## config.mk

```make
export PLATFORM = sky130hd
export DESIGN_NAME = sysbus_copy_master
export DESIGN_NICKNAME = d
export VERILOG_FILES = /design/src/rtl/sysbus_copy_master.sv
export SDC_FILE = /design/constraint.sdc
export NUM_CORES = 1
export LEC_CHECK = 0
export BUFFER_PORTS_ARGS = -buffer_cell sky130_fd_sc_hd__buf_2
export CAP_MARGIN = 40
export CORE_ASPECT_RATIO = 0.5
export CORE_MARGIN = 10
export CORE_UTILIZATION = 45
export DETAILED_ROUTE_END_ITERATION = 10
export GPL_ROUTABILITY_DRIVEN = 0
export GPL_TIMING_DRIVEN = 0
export HOLD_SLACK_MARGIN = 0.06
export PLACE_DENSITY = 0.68
export SYNTH_ARGS = -nofsm -noshare
export SYNTH_HDL_FRONTEND = slang
export SYNTH_SLANG_ARGS = --single-unit
```

## constraint.sdc

```tcl
create_clock -name clk -period 6 [get_ports clk]
set_input_delay 0.3 -clock clk [delete_from_list [all_inputs] [get_ports clk]]
set_output_delay 0.3 -clock clk [all_outputs]
set_load 0.05 [all_outputs]
```

## src/rtl/sysbus_copy_master.sv

```systemverilog
// rtl/sysbus_copy_master.sv - word-by-word memory copy engine on a granted system bus
// Each word is one read, one capture cycle and one write; every bus output is a flop.
module sysbus_copy_master #(
  parameter int CNT_W = 16
) (
  input  logic             clk,
  input  logic             rst,
  input  logic             start,
  input  logic [31:0]      src_addr,
  input  logic [31:0]      dst_addr,
  input  logic [CNT_W-1:0] word_count,
  input  logic             bus_gnt,
  output logic             system_bus_en,
  output logic             system_bus_rdwr,
  output logic [31:0]      system_bus_addr,
  output logic [31:0]      system_bus_wr_data,
  output logic [3:0]       system_bus_mask,
  input  logic [31:0]      system_bus_rd_data,
  output logic             busy,
  output logic             done,
  output logic             err
);

  typedef enum logic [2:0] {
    S_IDLE  = 3'd0,
    S_RD    = 3'd1,
    S_RWAIT = 3'd2,
    S_WR    = 3'd3,
    S_DONE  = 3'd4
  } state_t;

  state_t           state_q;
  logic [31:0]      src_q;
  logic [31:0]      dst_q;
  logic [CNT_W-1:0] cnt_q;

  logic [31:0]      src_d;
  logic [31:0]      dst_d;
  logic [CNT_W-1:0] cnt_d;
  logic             misaligned;

  always_comb begin
    src_d      = src_q + 32'd4;
    dst_d      = dst_q + 32'd4;
    cnt_d      = cnt_q - {{(CNT_W-1){1'b0}}, 1'b1};
    misaligned = (src_addr[1:0] != 2'b00) || (dst_addr[1:0] != 2'b00);
  end

  // Outputs are loaded on the transition into the state that presents them,
  // so the bus sees nothing combinational from bus_gnt or rd_data.
  always_ff @(posedge clk or posedge rst) begin
    if (rst) begin
      state_q            <= S_IDLE;
      src_q              <= 32'd0;
      dst_q              <= 32'd0;
      cnt_q              <= '0;
      system_bus_en      <= 1'b0;
      system_bus_rdwr    <= 1'b0;
      system_bus_addr    <= 32'd0;
      system_bus_wr_data <= 32'd0;
      system_bus_mask    <= 4'h0;
      busy               <= 1'b0;
      done               <= 1'b0;
      err                <= 1'b0;
    end else begin
      done <= 1'b0;
      err  <= 1'b0;
      case (state_q)
        S_IDLE: begin
          if (start) begin
            busy <= 1'b1;
            if (misaligned) begin
              state_q <= S_DONE;
              done    <= 1'b1;
              err     <= 1'b1;
            end else if (word_count == '0) begin
              state_q <= S_DONE;
              done    <= 1'b1;
            end else begin
              src_q           <= src_addr;
              dst_q           <= dst_addr;
              cnt_q           <= word_count;
              state_q         <= S_RD;
              system_bus_en   <= 1'b1;
              system_bus_rdwr <= 1'b0;
              system_bus_addr <= src_addr;
            end
          end
        end
        S_RD: begin
          if (bus_gnt) begin
            state_q       <= S_RWAIT;
            system_bus_en <= 1'b0;
          end
        end
        S_RWAIT: begin
          state_q            <= S_WR;
          system_bus_en      <= 1'b1;
          system_bus_rdwr    <= 1'b1;
          system_bus_addr    <= dst_q;
          system_bus_wr_data <= system_bus_rd_data;
          system_bus_mask    <= 4'hF;
        end
        S_WR: begin
          if (bus_gnt) begin
            src_q           <= src_d;
            dst_q           <= dst_d;
            cnt_q           <= cnt_d;
            system_bus_rdwr <= 1'b0;
            system_bus_mask <= 4'h0;
            if (cnt_d == '0) begin
              state_q       <= S_DONE;
              system_bus_en <= 1'b0;
              done          <= 1'b1;
            end else begin
              state_q         <= S_RD;
              system_bus_en   <= 1'b1;
              system_bus_addr <= src_d;
            end
          end
        end
        S_DONE: begin
          state_q <= S_IDLE;
          busy    <= 1'b0;
        end
        default: begin
          state_q       <= S_IDLE;
          system_bus_en <= 1'b0;
          busy          <= 1'b0;
        end
      endcase
    end
  end

endmodule
```

======== After elaboration in Yosys (flattened, before gate mapping) ========
Index checks and enable logic that the tools add are counted.
word-level totals
  register bits after elaboration ......... 156
  input bits .............................. 116
  word-level logic and storage cells ...... 93
operators by class
  $add $sub $neg .......................... 3
  equal/unequal tests ..................... 10
  muxes and demuxes ....................... 49
  bitwise gates (word level) .............. 2
  reduce and logical (&&, ||, !) cells .... 17
operator list
  operator                                             number
  two-way mux 32 bit                                   10
  one-hot mux 32 bit (2 select lines)                  2
  one-hot mux 32 bit (3 select lines)                  1
  adder 32 x 3 -> 32 bit (second input constant)       2
  two-way mux 16 bit                                   4
  zero test 16 bit                                     2
  one-hot mux 16 bit (2 select lines)                  1
  two-way mux 1 bit                                    18
  two-way mux 3 bit                                    6
  subtractor 16 x 1 -> 16 bit (second input constant)  1
  inequality test 2 bit (second input constant)        6
  one-hot mux 3 bit (4 select lines)                   1
  AND reduction 6 bit                                  2
  AND reduction 5 bit                                  2
  one-hot mux 4 bit (2 select lines)                   1
  nonzero test 2 bit                                   4
  == test 3 x 2 -> 1 bit (second input constant)       2
  one-hot mux 1 bit (5 select lines)                   1
  two-way mux 4 bit                                    1
  one-hot mux 1 bit (2 select lines)                   2
  AND reduction 2 bit                                  2
  == test 3 x 1 -> 1 bit (second input constant)       1
  == test 3 bit (second input constant)                1
  zero test 3 bit                                      1
  other kinds (6)                                      7

======== Longest topological paths before layout ========
Gate-level depths: netlist (run 1).
  word-level depth ........................ 5
  depth in mapped cells ................... 10
  gate-level depth less buffers ........... 8

======== Worst setup path after synthesis (run 1) ========
No wires, ideal clock.
  path kind ............................... register -> register
  start point ............................. register cnt_q[0]
  end point ............................... register system_bus_addr[0]
  data arrival time ....................... 2.329 ns
  data required time ...................... 5.875 ns
  path slack .............................. 3.547 ns
  cell stages (with the launch flop) ...... 11
  cells stage by stage .................... dfrtp_1 inv_1 ha_1 buf_2 o21bai_1 a211o_1 a31oi_1 nand4_1 o21ai_2 buf_4 mux2_2
between the ends
  word-level cells in the longest chain between the ends .. 4
ends and longest elaborated chain
  what                                    RTL line  RTL
  from (decl)                             35        logic [CNT_W-1:0] cnt_q;
  from (signal assigned)                  82        cnt_q <= word_count;
  from (signal assigned)                  108       cnt_q <= cnt_d;
  subtractor 16 x 1 -> 16 bit             45        cnt_d = cnt_q - {{(CNT_W-1){1'b0}}, 1'b1};
  zero test 16 bit                        111       if (cnt_d == '0) begin
  inequality test 2 bit (no source line)  -
  AND reduction 6 bit (no source line)    -
  to (signal assigned)                    86        system_bus_addr <= src_addr;
  to (signal assigned)                    100       system_bus_addr <= dst_q;
  to (signal assigned)                    118       system_bus_addr <= src_d;
  to (decl)                               15        output logic [31:0] system_bus_addr,
No other way between the ends.
A chain may end at the register's enable or synchronous reset.

======== Worst setup path in the final report (run 1) ========
Same ends and word-level chain as after synthesis.

==> results of run 1 <==
[cells in the mapped netlist (all sizes together) (3+ instances only)]
cell,n
a32oi,5
nor2,65
buf,40
nor3b,3
a21o,3
and3,15
inv,29
dfrtp,153
nand2b,3
xnor2,9
ha,4
and4,9
o21ai,96
mux2,52
nor2b,4
a211oi,4
and2,14
nand3,34
o31ai,5
or4,7
o2bb2ai,5
nor3,17
xor2,12
nor4,15
clkbuf,39
nand4,28
nand2,90
a22oi,6
a31oi,11
mux2i,20
or3,6
a21oi,119
o22ai,30
a2bb2oi,23
o22a,4
[routing by layer]
| metal | GRT usage, % | part of all wire [%] | vias up | routed length, microns |
|---|---|---|---|---|
| li1 | - | - | 4079 | - |
| met1 | 32.7 | 42 | 4376 | 13700 |
| met2 | 38.8 | 45 | 545 | 14500 |
| met3 | 6.32 | 11 | 84 | 3440 |
| met4 | 8.02 | 2.5 | 2 | 800 |
| met5 | 0 | 0.040 | - | 13 |
[sequential cells by signal, indices dropped and copies added, names as in the netlist]
| name | flops |
|---|---|
| dst_q | 32 |
| src_q | 32 |
| system_bus_addr | 32 |
| system_bus_wr_data | 32 |
| cnt_q | 16 |
| state_q | 3 |
| busy | 1 |
| done | 1 |
| err | 1 |
| system_bus_en | 1 |
| system_bus_mask | 1 |
| system_bus_rdwr | 1 |
[worst max-delay path by stage]
| stage | endpoint | start | slack (ns) | cells past startpoint |
|---|---|---|---|---|
| after floorplan | busy | rst | 1.58 | 1 |
| after global placement | cnt_q[13] | rst | -0.41 | 2 |
| after detailed placement | system_bus_addr[0] | cnt_q[0] | 2.82 | 10 |
| after CTS | system_bus_addr[0] | cnt_q[0] | 2.81 | 10 |
| after global routing | system_bus_addr[1] | cnt_q[0] | 2.63 | 10 |
| final | system_bus_addr[0] | cnt_q[0] | 2.75 | 10 |
[logic make-up after synthesis]
kind of cell,Yosys count
buffers and inverters,108
AO/OA/AOI/OAI,320
flip-flops,153
XOR/XNOR,21
adder cells (fa/ha/maj),4
multiplexers,72
AND/OR/NAND/NOR,317
[critical path, stage by stage (launching register included)]
cell	delay [ns]
dfrtp_1	0.44
inv_1	0.11
ha_1	0.21
buf_2	0.17
o21bai_1	0.17
a211o_1	0.29
a31oi_1	0.22
nand4_1	0.38
o21ai_2	0.47
buf_4	0.31
mux2_2	0.36
[where the power goes]
| part | leakage, nW | switching [mW] | total, mW | internal [mW] |
|---|---|---|---|---|
| sequential | 1.81 | 0.472 | 2.00 | 1.53 |
| combinational | 2.53 | 2.08 | 3.04 | 0.963 |
| clock | 0.299 | 0.451 | 1.15 | 0.703 |
| total | 4.64 | 3.00 | 6.20 | 3.20 |
[per-stage QoR]
stage	power, mW	cells
2_1_floorplan	4.13	995
3_3_place_gp	4.95	1449
3_5_place_dp	5.02	1451
4_1_cts	6.18	1484
5_1_grt	6.55	1484
6_report	6.20	1484
[repair_timing]
action                                 in CTS  in global routing
hold buffers                                1                  0
endpoints found under the hold margin      47                  0
setup endpoints to repair                   0                  0
[layout make-up]
cell class	instances	share of cell area (%)
plain buffers	79	3.29
repair buffers	191	9.15
multi-input cells	734	42.1
well taps	266	3.09
inverters	29	1.08
flip-flops and latches	153	35.5
clock inverters	13	1.64
clock buffers	19	4.11
==> results.txt, run 1 <==
Drt wl/cell -> 21.9 microns
Clock sinks -> 153
WHS -> 0.0971 ns
DP HPWL -> 24.5 mm
Mean Syn Cell Area -> 8.87 sq um
Pre-Repair DR Iteration Count -> 6
Max Clock Skew -> 0.0111 ns
Grt ovf -> 0
Adder-Cell Fraction of Synth Area -> 0.567%
H-Tree Level Count -> 4
Die height -> 119 microns
CP Data Required Time -> 6.32 ns
Design area -> 10800 sq um
Final Util -> 55.6%
Nets@finish -> 1325
Reg2reg path depth -> 10
Fmax -> 307 MHz
Area fraction of the dominant cell type after synthesis -> 43.4%
# resized after CTS -> 0
Slew @ Worst Pin -> 0.922 ns
Most common cell after layout, fill and taps aside -> buf_2
EDFF count, synth -> 0
#FFs+latches synth -> 153
Final Slew Violations -> 0
Critical path type -> reg2reg
Mux contribution to synthesized area -> 8.90%
PwrDens -> 576 nW/um^2
Post-Synthesis Cells -> 995
Maxcap violations -> 0
Clk pin slew, worst setup/hold paths -> 0.06 ns
Remaining DRCs -> 0
Register area share after synthesis -> 43.4%
Routed vias/inst -> 6.12
Crit. End Element -> flop
DP Worst Slack -> 2.82 ns
Final hold vios -> 0
Net count after synthesis -> 1115
Critical hold path startpoint -> system_bus_rd_data[28]
Clock period minus final worst setup slack -> 3.25 ns
Gr usage total -> 24.7%
Initial core utilization -> 45.6%
Element type at the critical path start -> flop
WHS Endpoint -> system_bus_wr_data[28]
Synth Area in Simple Gates -> 18.6%
Filler Cell Count -> 1836
Tightest Hold Check Type -> in2reg
Postcts setup bufs -> 0
Setup TNS -> 0 ns
Final period utilization -> 54.2%
Die Span X -> 218 microns
R2R Setup Slk -> 2.75 ns
Synth unique cells -> 61
Status -> finished, final reports clean
Port-buffer cells -> 188
Root cell of the clock tree -> clkbuf_16
Starting DRT DRC Count -> 1291
RSZ-0062 raised after global routing -> no
Layout cells sized above 1 -> 25.6%
Worst-Skew Late Latency -> 0.44 ns
Vias in the first global route -> 8981
Post-synthesis xor/xnor area fraction -> 2.08%
P&R area growth vs syn -> 22.0%
Reg2reg start -> cnt_q[0]
Mapped Area -> 8830 sq um
Num ports -> 189
Synth Area in Compound Gates -> 21.2%
Static Leak -> 4.64 nW
ANT nets after route -> 0
Area contributors post-synth -> dfrtp_1, a21oi_1, mux2_2
CP arrival -> 3.57 ns
Die area -> 26000 sq um
CTS Buf Count -> 17
Area of the multi-input gates -> 4540 sq um
Antenna violations before repair -> 1
Vias post-DR -> 9086
Area leader, netlist -> dfrtp_1
Largest family of logic cells by synthesized area -> compound AO/OA/AOI/OAI gates
# rows -> 36
VDD IR max -> 233 uV
Hold path depth -> 2
Syn. warnings -> 0
Area after DPL -> 10100 sq um
Critical path peak fanout -> 10
First-pass GRT wire length -> 50.8 mm
Terminus of the critical flop-to-flop path -> system_bus_addr[0]
Buffer depth of the longest clock path -> 2
Largest net degree at the start of global routing -> 107
Async SR Flop Fraction -> 100%
Inserted Diodes -> 0
Register area -> 3830 sq um
Worst setup margin -> 2.75 ns
Endpoints failing setup -> 0
Most frequent cells in the layout -> buf_2, dfrtp_1, a21oi_1
Main synth FF type -> dfrtp_1
TritonCTS clock tree -> yes
Core Area -> 19400 sq um
DRT Wirelength -> 32.5 mm
Rel. slew slack -> 38.0%
No activity file was read; power rests on OpenSTA's default activity.
==> run 2, diff against run 1 <==
--- a/config.mk
+++ b/config.mk
@@ -5,6 +5,7 @@
 export SDC_FILE = /design/constraint.sdc
 export NUM_CORES = 1
 export LEC_CHECK = 0
+export ABC_AREA = 1
 export BUFFER_PORTS_ARGS = -buffer_cell sky130_fd_sc_hd__buf_2
 export CAP_MARGIN = 40
 export CORE_ASPECT_RATIO = 0.5
==> constraint.sdc (replaced) <==
create_clock -name clk -period 3.37 [get_ports clk]
set_input_delay 0.1685 -clock clk [delete_from_list [all_inputs] [get_ports clk]]
set_output_delay 0.1685 -clock clk [all_outputs]
set_load 0.05 [all_outputs]
==> run 2 against run 1 <==
Net effect: global-route usage is 2.3 points higher; critical endpoint is now dst_q[13]; combinational power grew 120%; worst hold slack worse by 0.034 ns; routed wire length up 10%; utilization rose by 3.6 points; area after synthesis grew 2.1%.
==> results.txt, run 2 <==
Status -> finished, final reports clean (unchanged)
Num ports -> 189 (unchanged)
Vias post-DR -> 10300 (was 9086)
Area contributors post-synth -> dfrtp_1, nand2_1, nand3_1 (was dfrtp_1, a21oi_1, mux2_2)
Static Leak -> 5.78 nW (was 4.64 nW)
CP Launch Point -> state_q[2] (was cnt_q[0])
Worst Path Buf+Inv -> 3 (unchanged)
Largest net degree at the start of global routing -> 39 (was 107)
Post-Place Cells -> 1728 (was 1451)
Delay-heaviest family, CP -> buffers and inverters (was compound AO/OA/AOI/OAI gates)
CP Data Required Time -> 3.73 ns (was 6.32 ns)
CP most frequent cell -> clkbuf_1
Register area -> 3830 sq um (unchanged)
Mux contribution to synthesized area -> 0% (was 8.90%)
Root cell of the clock tree -> clkbuf_16 (unchanged)
Starting DRT DRC Count -> 1250 (was 1291)
Tot Pwr -> 12.3 mW (was 6.20 mW)
Vias in the first global route -> 10200 (was 8981)
DP Worst Slack -> 0.953 ns (was 2.82 ns)
Synth unique cells -> 40 (was 61)
Filler Cell Count -> 1832 (was 1836)
Rel. slew slack -> 40.2% (was 38.0%)
Final Slew Violations -> 0 (unchanged)
Initial core utilization -> 46.1% (was 45.6%)
CTS Buf Count -> 17 (unchanged)
Gr usage total -> 26.9% (was 24.7%)
Drt wl/cell -> 19.7 microns (was 21.9 microns)
Critical-path top delay cell -> clkbuf_1 (was o21ai_2)
# rows -> 36 (unchanged)
Cell Chain, Critical Path -> inv_2, nand2_1, nor2_4, clkbuf_1, clkbuf_1, o21ai_0, o22ai_1 (was inv_1, ha_1, buf_2, o21bai_1, a211o_1, a31oi_1, nand4_1, o21ai_2, buf_4, mux2_2)
DP HPWL -> 26.6 mm (was 24.5 mm)
Post-synthesis xor/xnor area fraction -> 1.36% (was 2.08%)
Main synth FF type -> dfrtp_1 (unchanged)
#FFs+latches synth -> 153 (unchanged)
Worst setup margin -> 0.840 ns (was 2.75 ns)
Register area share after synthesis -> 42.5% (was 43.4%)
First-pass GRT wire length -> 55.6 mm (was 50.8 mm)
DRT Wirelength -> 35.9 mm (was 32.5 mm)
Syn. warnings -> 0 (unchanged)
Core Area -> 19500 sq um (was 19400 sq um)
Max Clock Skew -> 0.00792 ns (was 0.0111 ns)
Antenna violations before repair -> 1 (unchanged)
# resized after CTS -> 0 (unchanged)
Critical hold path startpoint -> src_addr[25] (was system_bus_rd_data[28])
Worst path max stage delay -> 0.57 ns (was 0.47 ns)
Postcts setup bufs -> 0 (unchanged)
Post-Synthesis Cells -> 1270 (was 995)
Final period utilization -> 75.1% (was 54.2%)
H-Tree Level Count -> 4 (unchanged)
Routed vias/inst -> 5.64 (was 6.12)
ANT nets after route -> 0 (unchanged)
Pre-Repair DR Iteration Count -> 6 (unchanged)
Commonest cells in the netlist -> nand2_1, dfrtp_1, inv_1, nand3_1, nor2_1 (was dfrtp_1, a21oi_1, o21ai_0, nand2_1, nor2_1)
Fmax -> 395 MHz (was 307 MHz)
Largest family of logic cells by synthesized area -> simple AND/OR/NAND/NOR gates (was compound AO/OA/AOI/OAI gates)
Area of the multi-input gates -> 4420 sq um (was 4540 sq um)
Most common cell after layout, fill and taps aside -> nand2_1 (was buf_2)
Die area -> 26400 sq um (was 26000 sq um)
Die height -> 120 microns (was 119 microns)
Slew @ Worst Pin -> 0.897 ns (was 0.922 ns)
Synth Area in Simple Gates -> 33.0% (was 18.6%)
Die Span X -> 220 microns (was 218 microns)
Area fraction of the dominant cell type after synthesis -> 42.5% (was 43.4%)
Final hold vios -> 0 (unchanged)
Layout cells sized above 1 -> 17.5% (was 25.6%)
P&R area growth vs syn -> 28.5% (was 22.0%)
Net count after synthesis -> 1390 (was 1115)
Finished Layout Cells -> 1819 (was 1484)
Buffer depth of the longest clock path -> 2 (unchanged)
Most frequent cells in the layout -> nand2_1, buf_2, dfrtp_1 (was buf_2, dfrtp_1, a21oi_1)
RSZ-0062 raised after global routing -> no (unchanged)
Mean Syn Cell Area -> 7.10 sq um (was 8.87 sq um)
Critical path peak fanout -> 10 (unchanged)
Crit. End Element -> flop (unchanged)
Reg2reg start -> state_q[2] (was cnt_q[0])
Endpoints failing setup -> 0 (unchanged)
Final Util -> 59.2% (was 55.6%)
CP arrival -> 2.89 ns (was 3.57 ns)
Mapped Area -> 9010 sq um (was 8830 sq um)
Critical path type -> reg2reg (unchanged)
Adder-Cell Fraction of Synth Area -> 0.555% (was 0.567%)
Setup TNS -> 0 ns (unchanged)
PwrDens -> 1060 nW/um^2 (was 576 nW/um^2)
TritonCTS clock tree -> yes (unchanged)
Element type at the critical path start -> flop (unchanged)
Maxcap violations -> 0 (unchanged)
Async SR Flop Fraction -> 100% (unchanged)
Tightest Hold Check Type -> in2reg (unchanged)
Area leader, netlist -> dfrtp_1 (unchanged)
Worst-Skew Late Latency -> 0.44 ns (about the same)
VDD IR max -> 647 uV (was 233 uV)
Port-buffer cells -> 188 (unchanged)
Synth Area in Compound Gates -> 14.2% (was 21.2%)
Clock period minus final worst setup slack -> 2.53 ns (was 3.25 ns)
Clock sinks -> 153 (unchanged)
Grt ovf -> 0 (unchanged)
Nets@finish -> 1661 (was 1325)
EDFF count, synth -> 0 (unchanged)
Clk pin slew, worst setup/hold paths -> 0.07 ns (was 0.06 ns)
Remaining DRCs -> 0 (unchanged)
Cell with the most instances after synthesis -> nand2_1 (was dfrtp_1)
run 2: power by group:
| part | switching, mW | internal (mW) | leakage (nW) |
|---|---|---|---|
| Clock | 0.832 | 1.23 | 0.292 |
| Combinational | 4.91 | 1.79 | 3.65 |
| Sequential | 0.758 | 2.76 | 1.84 |
run 2: final cells by class:
cell class	count	share of cell area, %
sequential	153	33.1
buffer	58	2.43
timing repair buffer	252	14.0
multi-input combinational	932	38.2
clock inverter	12	1.52
antenna	1	0.0216
tap	266	2.87
clock buffer	18	3.71
inverter	127	4.15
run 2: cell families after synthesis:
| kind of cell | Yosys count |
|---|---|
| flops | 153 |
| simple gates | 701 |
| xor+xnor | 14 |
| buf+inv | 185 |
| compound gates | 213 |
| fa+ha+maj | 4 |
run 2: through the flow:
| stage | instance area (sq um) | hold WS [ns] |
|---|---|---|
| after floorplan | 9010 | 0.285 |
| after global placement | 10300 | 0.371 |
| after detailed placement | 10400 | 0.281 |
| after CTS | 11600 | 0.0604 |
| after global routing | 11600 | 0.0749 |
| final | 11600 | 0.0634 |
run 2: layer usage:
metal / vias up / GRT usage (%) / wire length, microns
met1: 4828 / 35.2 / 14600
li1: 4717 / - / -
met3: 84 / 6.52 / 3780
met2: 636 / 42.0 / 16200
met4: 0 / 11.4 / 1230
met5: - / 0 / 0
run 2: worst paths after layout:
check                                      end  depth (start not counted)  slack (ns)
hold / removal                       src_q[25]                          3        0.06
max in group asynchronous             cnt_q[3]                          6        1.94
setup / recovery                     dst_q[13]                          7        0.84
setup reg to reg                     dst_q[13]                          7        0.84
hold reg to reg            system_bus_addr[16]                          2        0.47
min in group asynchronous            src_q[14]                          3        0.35
run 2: repair_timing:
action | in CTS | in global routing
endpoints found under the setup margin | 0 | 0
hold buffers | 59 | 1
hold endpoints to repair | 83 | 1
run 2: worst min-delay path: cells and delay by family:
family / cells / cell delay [ns]
compound gates: 2 / 0.19
buf+inv: 1 / 0.10
==> run 3, diff against run 2 <==
--- a/config.mk
+++ b/config.mk
@@ -15,7 +15,7 @@
 export GPL_ROUTABILITY_DRIVEN = 0
 export GPL_TIMING_DRIVEN = 0
 export HOLD_SLACK_MARGIN = 0.06
-export PLACE_DENSITY = 0.68
+export PLACE_DENSITY = 0.7
 export SYNTH_ARGS = -nofsm -noshare
 export SYNTH_HDL_FRONTEND = slang
 export SYNTH_SLANG_ARGS = --single-unit
==> constraint.sdc (replaced) <==
create_clock -name clk -period 2.2 [get_ports clk]
set_input_delay 0.11 -clock clk [delete_from_list [all_inputs] [get_ports clk]]
set_output_delay 0.11 -clock clk [all_outputs]
set_load 0.05 [all_outputs]
==> run 3 against run 2 <==
Net effect: the flow now finishes with violations (negative setup slack); worst setup slack got worse by 0.88 ns; routed wire length rose by 3.2%; total power rose by 61%; fmax rose by 13%; cell count rose by 3.5%; sequential share of layout area fell by 2.5 points; first-iteration DRC count rose by 7.7%; design area rose by 8.3%; combinational power rose by 66%; global-route usage rose by 0.23 points; die area did not move; sequential power rose by 53%; critical path type unchanged.
==> results.txt, run 3 (synthesis gave the netlist of run 2 again) <==
# rows -> 36 (unchanged)
Max Clock Skew -> 0.0103 ns (was 0.00792 ns)
Crit. End Element -> flop (unchanged)
Status -> finished with violations (was finished, final reports clean)
First-pass GRT wire length -> 56.5 mm (was 55.6 mm)
Final period utilization -> 102% (was 75.1%)
Clk pin slew, worst setup/hold paths -> 0.07 ns (about the same)
Maxcap violations -> 0 (unchanged)
Combinational group share of total power -> 56.1% (was 54.5%)
Rel. slew slack -> 46.1% (was 40.2%)
Largest net degree at the start of global routing -> 39 (unchanged)
Filler Cell Count -> 1732 (was 1832)
Failing checks -> negative setup slack
Tightest Hold Check Type -> in2reg (unchanged)
Antenna violations before repair -> 1 (unchanged)
Pre-Repair DR Iteration Count -> 6 (unchanged)
Vias in the first global route -> 10500 (was 10200)
Cell Chain, Critical Path -> buf_6, nor2_4, nand2_4, nor2_8, nand2_1, nand2_1, nand2_2, nor2_2, nand3_2, nor2_4, nand3_4, buf_6, buf_6, nand3_1, nand2_1 (was inv_2, nand2_1, nor2_4, clkbuf_1, clkbuf_1, o21ai_0, o22ai_1)
Critical-path top delay cell -> dfrtp_1 (was clkbuf_1)
ANT nets after route -> 0 (unchanged)
Drt wl/cell -> 19.7 microns (about the same)
Nets@finish -> 1722 (was 1661)
Port-buffer cells -> 188 (unchanged)
Element type at the critical path start -> flop (unchanged)
Critical hold path startpoint -> dst_addr[6] (was src_addr[25])
VDD IR max -> 963 uV (was 647 uV)
Worst setup margin -> -0.0420 ns (was 0.840 ns)
Root cell of the clock tree -> clkbuf_16 (unchanged)
Endpoints failing setup -> 15 (was 0)
Design area -> 12500 sq um (was 11600 sq um)
DRT Wirelength -> 37.0 mm (was 35.9 mm)
Critical path type -> reg2reg (unchanged)
Register share of total power -> 27.3% (was 28.7%)
Num ports -> 189 (unchanged)
Fmax -> 446 MHz (was 395 MHz)
Initial core utilization -> 46.1% (unchanged)
Switch share -> 52.2% (was 52.9%)
P_sw -> 10.3 mW (was 6.50 mW)
CP Data Required Time -> 2.52 ns (was 3.73 ns)
Die Span X -> 220 microns (unchanged)
Most frequent cells in the layout -> nand2_1, buf_2, dfrtp_1 (unchanged)
Most common cell after layout, fill and taps aside -> nand2_1 (unchanged)
Routed vias/inst -> 5.67 (was 5.64)
Starting DRT DRC Count -> 1346 (was 1250)
Final Slew Violations -> 0 (unchanged)
Tot Pwr -> 19.8 mW (was 12.3 mW)
Gr usage total -> 27.2% (was 26.9%)
Critical path peak fanout -> 6 (was 10)
H-Tree Level Count -> 4 (unchanged)
CP Launch Point -> cnt_q[1] (was state_q[2])
Die area -> 26400 sq um (unchanged)
P_int -> 9.43 mW (was 5.79 mW)
Reg2reg start -> cnt_q[1] (was state_q[2])
Clock period minus final worst setup slack -> 2.24 ns (was 2.53 ns)
Final hold vios -> 0 (unchanged)
Remaining DRCs -> 0 (unchanged)
Core Area -> 19500 sq um (unchanged)
Static Leak -> 6.17 nW (was 5.78 nW)
RSZ-0062 raised after global routing -> yes (was no)
Clk network pwr share -> 16.6% (was 16.8%)
DP HPWL -> 26.4 mm (was 26.6 mm)
Slew @ Worst Pin -> 0.808 ns (was 0.897 ns)
Die height -> 120 microns (unchanged)
PwrDens -> 1580 nW/um^2 (was 1060 nW/um^2)
P&R area growth vs syn -> 39.2% (was 28.5%)
Worst-Skew Late Latency -> 0.44 ns (about the same)
Area of the multi-input gates -> 4660 sq um (was 4420 sq um)
CP arrival -> 2.56 ns (was 2.89 ns)
Register area -> 3830 sq um (about the same)
Worst path max stage delay -> 0.40 ns (was 0.57 ns)
Clock sinks -> 153 (unchanged)
Grt ovf -> 0 (unchanged)
Layout cells sized above 1 -> 22.2% (was 17.5%)
CTS Buf Count -> 17 (unchanged)
Area after DPL -> 10400 sq um (unchanged)
TritonCTS clock tree -> yes (unchanged)
Vias post-DR -> 10700 (was 10300)
Buffer depth of the longest clock path -> 2 (unchanged)
## run 3: worst max-delay path, delay by kind of cell, from the launching register on
kind                   cells  cell delay (ns)
buffers and inverters      3             0.47
DFF                        1             0.40
and+or+nand+nor           12             1.26
## run 3: area by class of cell
cell class                 instances  area share (%)
multi-input combinational        932            37.2
sequential                       153            30.5
timing repair buffer             313            17.9
inverter                         127            3.83
clock buffer                      19            3.61
buffer                            58            2.77
tap                              266            2.65
clock inverter                    13            1.53
antenna                            1          0.0200
## run 3: per-layer routing
layer	up-vias	GRT usage (%)	wire length [microns]
met2	667	43.5	17100
met1	5051	34.1	14300
li1	4839	-	-
met4	0	13.2	1550
met5	-	0	0
met3	115	6.34	4060
## run 3: path summary, 6_finish.rpt
kind | to | slack [ns] | cells after the start
min | dst_q[6] | 0.07 | 3
min reg2reg | system_bus_addr[22] | 0.47 | 2
max reg2reg | system_bus_addr[5] | -0.04 | 15
min in group asynchronous | src_q[16] | 0.32 | 3
max in group asynchronous | system_bus_mask[2] | 0.76 | 6
max | system_bus_addr[5] | -0.04 | 15
## run 3: power by group through the flow
stage / Sequential (mW) / Combinational [mW] / Clock [mW]
final: 5.39 / 11.1 / 3.28
after global routing: 5.53 / 11.9 / 3.43
after CTS: 5.30 / 10.4 / 3.28
after detailed placement: 5.32 / 9.94 / 0
after global placement: 5.28 / 9.73 / 0
after floorplan: 7.25 / 5.04 / 0
## run 3: what timing repair did
action	4_1_cts	5_1_grt
cloned	3	1
gates resized for setup	37	70
endpoints found under the setup margin	74	126
setup buffers	11	6
hold buffers	100	0
pin swaps	16	38
endpoints found under the hold margin	132	0
## run 3: stage by stage
| stage | utilization (%) | cells | setup TNS (ns) | hold slack [ns] | setup slack [ns] |
|---|---|---|---|---|---|
| 6_report | 64.2 | 1882 | -0.215 | 0.0662 | -0.0420 |
| 5_1_grt | 64.2 | 1882 | -3.91 | 0.100 | -0.154 |
| 4_1_cts | 62.7 | 1874 | -0.0721 | 0.0663 | -0.0227 |
| 3_5_place_dp | 53.0 | 1728 | -9.90 | 0.265 | -0.226 |
| 3_3_place_gp | 52.6 | 1724 | -148.90 | 0.312 | -0.943 |
| 2_1_floorplan | - | 1270 | 0 | 0.227 | 0.159 |
